**src/rtl/prng_word_packer_if.sv**
```systemverilog
// prng_word_packer_if
//   Output word stream of the PRNG word packer as a valid/ready handshake.
//   Ports (grouped signals):
//     out_data  [W-1:0]  head word of the packer FIFO, 0 when empty
//     out_valid          FIFO holds at least one word
//     out_ready          consumer accepts out_data this cycle
//   Modports:
//     master  - the packer (drives data/valid, samples ready)
//     slave   - the consumer (samples data/valid, drives ready)
interface prng_word_packer_if #(
    parameter int W = 8
);
    logic [W-1:0] out_data;
    logic         out_valid;
    logic         out_ready;

    modport master (
        output out_data,
        output out_valid,
        input  out_ready
    );

    modport slave (
        input  out_data,
        input  out_valid,
        output out_ready
    );
endinterface

```
**src/rtl/prng_word_packer.sv**
```systemverilog
// prng_word_packer
//   Samples the MSB of an upstream LFSR once per enabled clock, packs the
//   bits MSB-first into W-bit words and buffers completed words in a
//   DEPTH-entry FIFO presented on a valid/ready stream. Flags FIFO overflow
//   (a completed word had no room) and LFSR lock-up (all-zero state sampled).
//   Ports:
//     clk       rising-edge clock
//     r         asynchronous active-high reset, clears every register
//     en        sample enable, consumes lfsr_q[N-1]
//     flush     synchronous; drops the partial word and empties the FIFO
//     lfsr_q    LFSR state bus
//     out_if    word stream (master side)
//     level     number of words held in the FIFO
//     overflow  sticky, a completed word was dropped
//     stuck     sticky, lfsr_q == 0 sampled with en = 1
module prng_word_packer #(
    parameter int N     = 26,
    parameter int W     = 8,
    parameter int DEPTH = 4
) (
    input  logic                         clk,
    input  logic                         r,
    input  logic                         en,
    input  logic                         flush,
    input  logic [N-1:0]                 lfsr_q,
    prng_word_packer_if.master           out_if,
    output logic [$clog2(DEPTH+1)-1:0]   level,
    output logic                         overflow,
    output logic                         stuck
);
    localparam int CNT_W = $clog2(W);
    localparam int PTR_W = $clog2(DEPTH);
    localparam int LVL_W = $clog2(DEPTH + 1);
    localparam logic [CNT_W-1:0] CNT_LAST  = CNT_W'(W - 1);
    localparam logic [LVL_W-1:0] LVL_FULL  = LVL_W'(DEPTH);
    localparam logic [LVL_W-1:0] LVL_ONE   = LVL_W'(1);

    logic [W-1:0]     shreg;
    logic [CNT_W-1:0] cnt;
    logic [W-1:0]     mem [DEPTH];
    logic [PTR_W-1:0] wr_ptr;
    logic [PTR_W-1:0] rd_ptr;
    logic [W-1:0]     head_q;
    logic             valid_q;

    logic [W-1:0]     word;
    logic             complete;
    logic             pop;
    logic             full;
    logic             push;
    logic             drop;
    logic [PTR_W-1:0] rd_next;
    logic [LVL_W-1:0] level_nxt;
    logic [W-1:0]     head_nxt;

    assign out_if.out_data  = head_q;
    assign out_if.out_valid = valid_q;

    assign word     = {shreg[W-2:0], lfsr_q[N-1]};
    assign complete = en && (cnt == CNT_LAST);
    assign pop      = valid_q && out_if.out_ready;
    assign full     = (level == LVL_FULL);
    // A pop on the same edge frees the slot, so a full FIFO still accepts.
    assign push     = complete && (!full || pop);
    assign drop     = complete && full && !pop;
    assign rd_next  = rd_ptr + 1'b1;

    always_comb begin
        level_nxt = level;
        case ({push, pop})
            2'b10:   level_nxt = level + 1'b1;
            2'b01:   level_nxt = level - 1'b1;
            default: level_nxt = level;
        endcase
    end

    // The head word is kept in its own register so out_data is fully
    // registered. When the last stored word is popped while a new one is
    // pushed, the new word becomes the head directly.
    always_comb begin
        head_nxt = head_q;
        if (pop) begin
            if (level > LVL_ONE) begin
                head_nxt = mem[rd_next];
            end else if (push) begin
                head_nxt = word;
            end else begin
                head_nxt = '0;
            end
        end else if (push && (level == '0)) begin
            head_nxt = word;
        end
    end

    always_ff @(posedge clk or posedge r) begin
        if (r) begin
            shreg    <= '0;
            cnt      <= '0;
            wr_ptr   <= '0;
            rd_ptr   <= '0;
            level    <= '0;
            head_q   <= '0;
            valid_q  <= 1'b0;
            overflow <= 1'b0;
            stuck    <= 1'b0;
            for (int i = 0; i < DEPTH; i++) begin
                mem[i] <= '0;
            end
        end else begin
            if (en && (lfsr_q == '0)) begin
                stuck <= 1'b1;
            end
            if (flush) begin
                shreg   <= '0;
                cnt     <= '0;
                wr_ptr  <= '0;
                rd_ptr  <= '0;
                level   <= '0;
                head_q  <= '0;
                valid_q <= 1'b0;
            end else begin
                if (en) begin
                    shreg <= word;
                    cnt   <= complete ? '0 : cnt + 1'b1;
                end
                if (push) begin
                    mem[wr_ptr] <= word;
                    wr_ptr      <= wr_ptr + 1'b1;
                end
                if (pop) begin
                    rd_ptr <= rd_next;
                end
                if (drop) begin
                    overflow <= 1'b1;
                end
                level   <= level_nxt;
                valid_q <= (level_nxt != '0);
                head_q  <= head_nxt;
            end
        end
    end
endmodule

```
**src/flat_wrapper.sv**
```systemverilog
// flat-port wrapper written by rule: the top's interface ports become plain ports
module prng_word_packer_flat 
#(
    parameter int N     = 26,
    parameter int W     = 8,
    parameter int DEPTH = 4
)
  (clk, r, en, flush, lfsr_q, level, overflow, stuck, out_if_out_data, out_if_out_valid, out_if_out_ready);
  prng_word_packer_if #(.W(W)) out_if_i ();
  input  logic clk;
  input  logic r;
  input  logic en;
  input  logic flush;
  input  logic [N-1:0] lfsr_q;
  output logic [$clog2(DEPTH+1)-1:0] level;
  output logic overflow;
  output logic stuck;
  output wire logic [$bits(out_if_i.out_data)-1:0] out_if_out_data;
  output wire logic [$bits(out_if_i.out_valid)-1:0] out_if_out_valid;
  input wire logic [$bits(out_if_i.out_ready)-1:0] out_if_out_ready;
  assign out_if_out_data = out_if_i.out_data;
  assign out_if_out_valid = out_if_i.out_valid;
  assign out_if_i.out_ready = out_if_out_ready;
  prng_word_packer #(.N(N), .W(W), .DEPTH(DEPTH)) u_core (.clk(clk), .r(r), .en(en), .flush(flush), .lfsr_q(lfsr_q), .out_if(out_if_i), .level(level), .overflow(overflow), .stuck(stuck));
endmodule
```
**config.mk**
```make
export PLATFORM = sky130hd
export DESIGN_NAME = prng_word_packer_flat
export DESIGN_NICKNAME = d
export VERILOG_FILES = /design/src/rtl/prng_word_packer_if.sv /design/src/rtl/prng_word_packer.sv /design/src/flat_wrapper.sv
export SDC_FILE = /design/constraint.sdc
export NUM_CORES = 1
export LEC_CHECK = 0
export ABC_AREA = 1
export CORE_AREA = 2 2 79 81
export CTS_CLUSTER_SIZE = 40
export DETAILED_ROUTE_END_ITERATION = 7
export DIE_AREA = 0 0 81 83
export GPL_TIMING_DRIVEN = 0
export PLACE_DENSITY = 0.75
export SLEW_MARGIN = 15
export SYNTH_ARGS = -nofsm -noshare
export SYNTH_HDL_FRONTEND = slang
export SYNTH_SLANG_ARGS = --single-unit
export TNS_END_PERCENT = 10
```
**constraint.sdc**
```tcl
create_clock -name clk -period 4.5 [get_ports clk]
set_input_delay 0.9 -clock clk [delete_from_list [all_inputs] [get_ports clk]]
set_output_delay 0.9 -clock clk [all_outputs]
set_load 0.05 [all_outputs]
```
==> metrics <==
stages on the worst setup path 10; R2R cell count 12; LEAKAGE 1.968 nW; Clock transition at path regs 0.07 ns; row cnt 28; CTS Buf Count 9; Yosys reg bits 60; initial antenna violation count 0; critical-path maximum fanout 9; largest net degree at the start of global routing 61; CP top delay family buffers and inverters; Combinational Power Share 6.3%; fin crit share 56.97%; status completed; Critical Path AT 2.78 ns; maximum VDD drop 0.1728 mV; die area 0.006723 mm^2; simple logic cell fraction of the synthesized area 29.58%; Final ANT Viol Nets 0; P_sw 0.2480 mW; Port Buffers 43; Clock power frac 43.0%; Final Core Density 66.54%; Net Sw Frac 23.05%; Synth Net Count 440; Slew Limit Fails 0; DR pass1 iterations 4; highest clock rate 390.1 MHz; detailed placement HPWL 5.163 mm; vias after detailed routing 2752; CP Buf/Inv Count 3; cells after synthesis 397; CTS tree yes; CTS Buffer Depth 2; vias in the first global route 2599; max-cap check violation count 0; Final setup viols 0; post-synth cell types 29; Synth Area in Adders 4.752%; setup TNS 0 ns; Slew HR 50.20%; total core area 0.005816 mm^2; DRC 0; CTS root buf clkbuf_8; slowest CP cell clkdlybuf4s50_1; # fillers 512; Layout area overhead 22.49%; Compound-Gate Fraction of Synth Area 10.93%; XOR/XNOR share of the synthesized area 0.2772%; via/cell ratio 5.183; Die W 81 um; Worst EP required 4.71 ns; Fin. Hold Viols 0; fin worst setup slack 1.936 ns; GRT overflow 0; fraction of synthesized area in multiplexers 0%; Critical Path Source Type input pin; DP Area 0.003686 mm^2; setup bufs post-CTS 0; Worst setup EP type flop; CTS resizes 0; internal power 0.8280 mW; io pins 45; largest family of logic cells by synthesized area simple AND/OR/NAND/NOR gates; non-filler instance count after layout 531; Antenna Cells 0; worst-path cell chain clkdlybuf4s50_1, nand2_2, a21oi_4, inv_4, ha_1, inv_1, nand2_1, a21boi_0, nor2_1, nand3b_1; H-Tree Level Count 3; final WL 7.096 mm; final net count 494; layout cells sized above 1 9.649%; worst slack at placement 1.625 ns; Critical Path Max Stage Delay 0.47 ns; pwr/cell area 278.0 mW/mm^2; WL per Instance 13.36 um; hold depth 2; fin crit period 2.564 ns; RSZ-0062 raised after global routing no; Hold Slack 0.4672 ns; Initial Utilization 54.32%; warnings from Yosys 0; first-pass GRT wire length 11.94 mm; mapped cell area 0.003159 mm^2; placed cells 515; hold_buf cts 0; clock skew 0.007563 ns; Crit Path Class in -> reg; gp weighted congestion 0.8464; Avg Cell Area, Syn 7.958 um^2; clk sinks 60; Slew @ Worst Pin 0.7470 ns; GRT Resource Usage Total 22.76%; Worst Hold Class reg -> reg; clock latency on the worst-skew pair 0.33 ns; sequential power share 50.7%; drt initial violations 232; Seq/Total Area, Yosys 47.52%; Final Total Pwr 1.076 mW; Die Ht 83 um; post-route cell area 0.003870 mm^2
Yosys cell counts:
cell type,instances,area [um^2]
inv_1,36,135.1
clkbuf_1,3,11.26
or2_2,7,43.79
nand3b_1,1,7.510
nor2_8,1,20.02
ha_1,12,150.1
o211ai_1,1,7.510
o221ai_1,1,8.760
nand2_4,5,56.30
nand4_1,2,12.51
dfrtp_1,60,1501
nor3_1,3,15.01
a21boi_0,1,7.510
buf_2,2,10.01
nand2_1,140,525.5
a41o_1,1,10.01
o31ai_1,1,7.510
inv_4,1,6.260
o21ai_2,6,52.55
buf_6,5,56.30
a21oi_1,3,15.01
xnor2_1,1,8.760
o21ai_0,18,90.09
nor2_1,35,131.4
nand2_2,1,6.260
a21oi_4,1,16.27
nand3_1,22,110.1
or3_1,1,6.260
o21ai_1,26,130.1
kinds of logic after synthesis:
family | after synthesis
AO/OA/AOI/OAI | 59
XOR/XNOR | 1
adder cells (fa/ha/maj) | 12
buffers and inverters | 47
flip-flops | 60
AND/OR/NAND/NOR | 218
placed cells by master, fill, tap and decap left out, types with 2 or more instances in the layout:
cell / n
o21ai_1: 26
buf_2: 2
buf_6: 5
inv_1: 35
clkdlybuf4s50_1: 43
clkbuf_8: 9
inv_4: 2
nor3_1: 3
clkinv_2: 3
dfrtp_1: 60
nand4_1: 2
nand2_4: 5
nor2_1: 35
or2_2: 7
ha_1: 12
o21ai_2: 6
nand3_1: 22
clkbuf_1: 5
nand2_1: 140
a21oi_1: 3
o21ai_0: 18
routing by layer:
metal	vias up	global-route usage, %	routed length, um
met1	1278	30.69	3154
met3	8	5.326	430
li1	1369	-	-
met4	0	8.012	98
met5	-	0	0
met2	97	35.61	3413
power by group through the flow:
| stage | sequential, mW | clock (mW) | combinational [mW] |
|---|---|---|---|
| 3_5_place_dp | 0.556 | 0 | 0.0689 |
| 6_report | 0.546 | 0.462 | 0.0676 |
| 5_1_grt | 0.546 | 0.493 | 0.0757 |
| 2_1_floorplan | 0.559 | 0 | 0.0265 |
| 3_3_place_gp | 0.556 | 0 | 0.0673 |
| 4_1_cts | 0.546 | 0.463 | 0.0691 |
worst min-delay path, delay by kind of cell, from the launching register on:
family	cells	cell delay [ns]
flip-flops	1	0.35
buffers and inverters	1	0.04
AND/OR/NAND/NOR	1	0.05
path summary, 6_finish.rpt:
path / from / end / slack (ns)
min: u_core.stuck / u_core.stuck / 0.47
min reg2reg: u_core.stuck / u_core.stuck / 0.47
max reg2reg: u_core.level[0] / u_core.out_if.out_valid / 2.27
min in group asynchronous: r / u_core.mem[4] / 1.06
max: out_if_out_ready / u_core.out_if.out_valid / 1.94
max in group asynchronous: r / u_core.overflow / 2.94
state kept, by name, summed over array words and instances, names as in the netlist:
name                     flops
u_core.wr_ptr                2
u_core.overflow              1
u_core.rd_ptr                2
u_core.shreg                 7
u_core.mem                  32
u_core.level                 3
u_core.out_if.out_valid      1
u_core.stuck                 1
u_core.out_if.out_data       8
u_core.cnt                   3
final cells by class:
| class | instances | area [um^2] | area share [%] |
|---|---|---|---|
| sequential | 60 | 1501 | 38.80 |
| timing repair buffer | 43 | 430.4 | 11.12 |
| tap | 75 | 93.84 | 2.425 |
| clock buffer | 11 | 131.4 | 3.395 |
| buffer | 10 | 77.57 | 2.005 |
| inverter | 37 | 143.9 | 3.718 |
| multi-input combinational | 290 | 1439 | 37.18 |
| clock inverter | 5 | 52.55 | 1.358 |
Note: power is estimated with default switching activity, not from simulation.
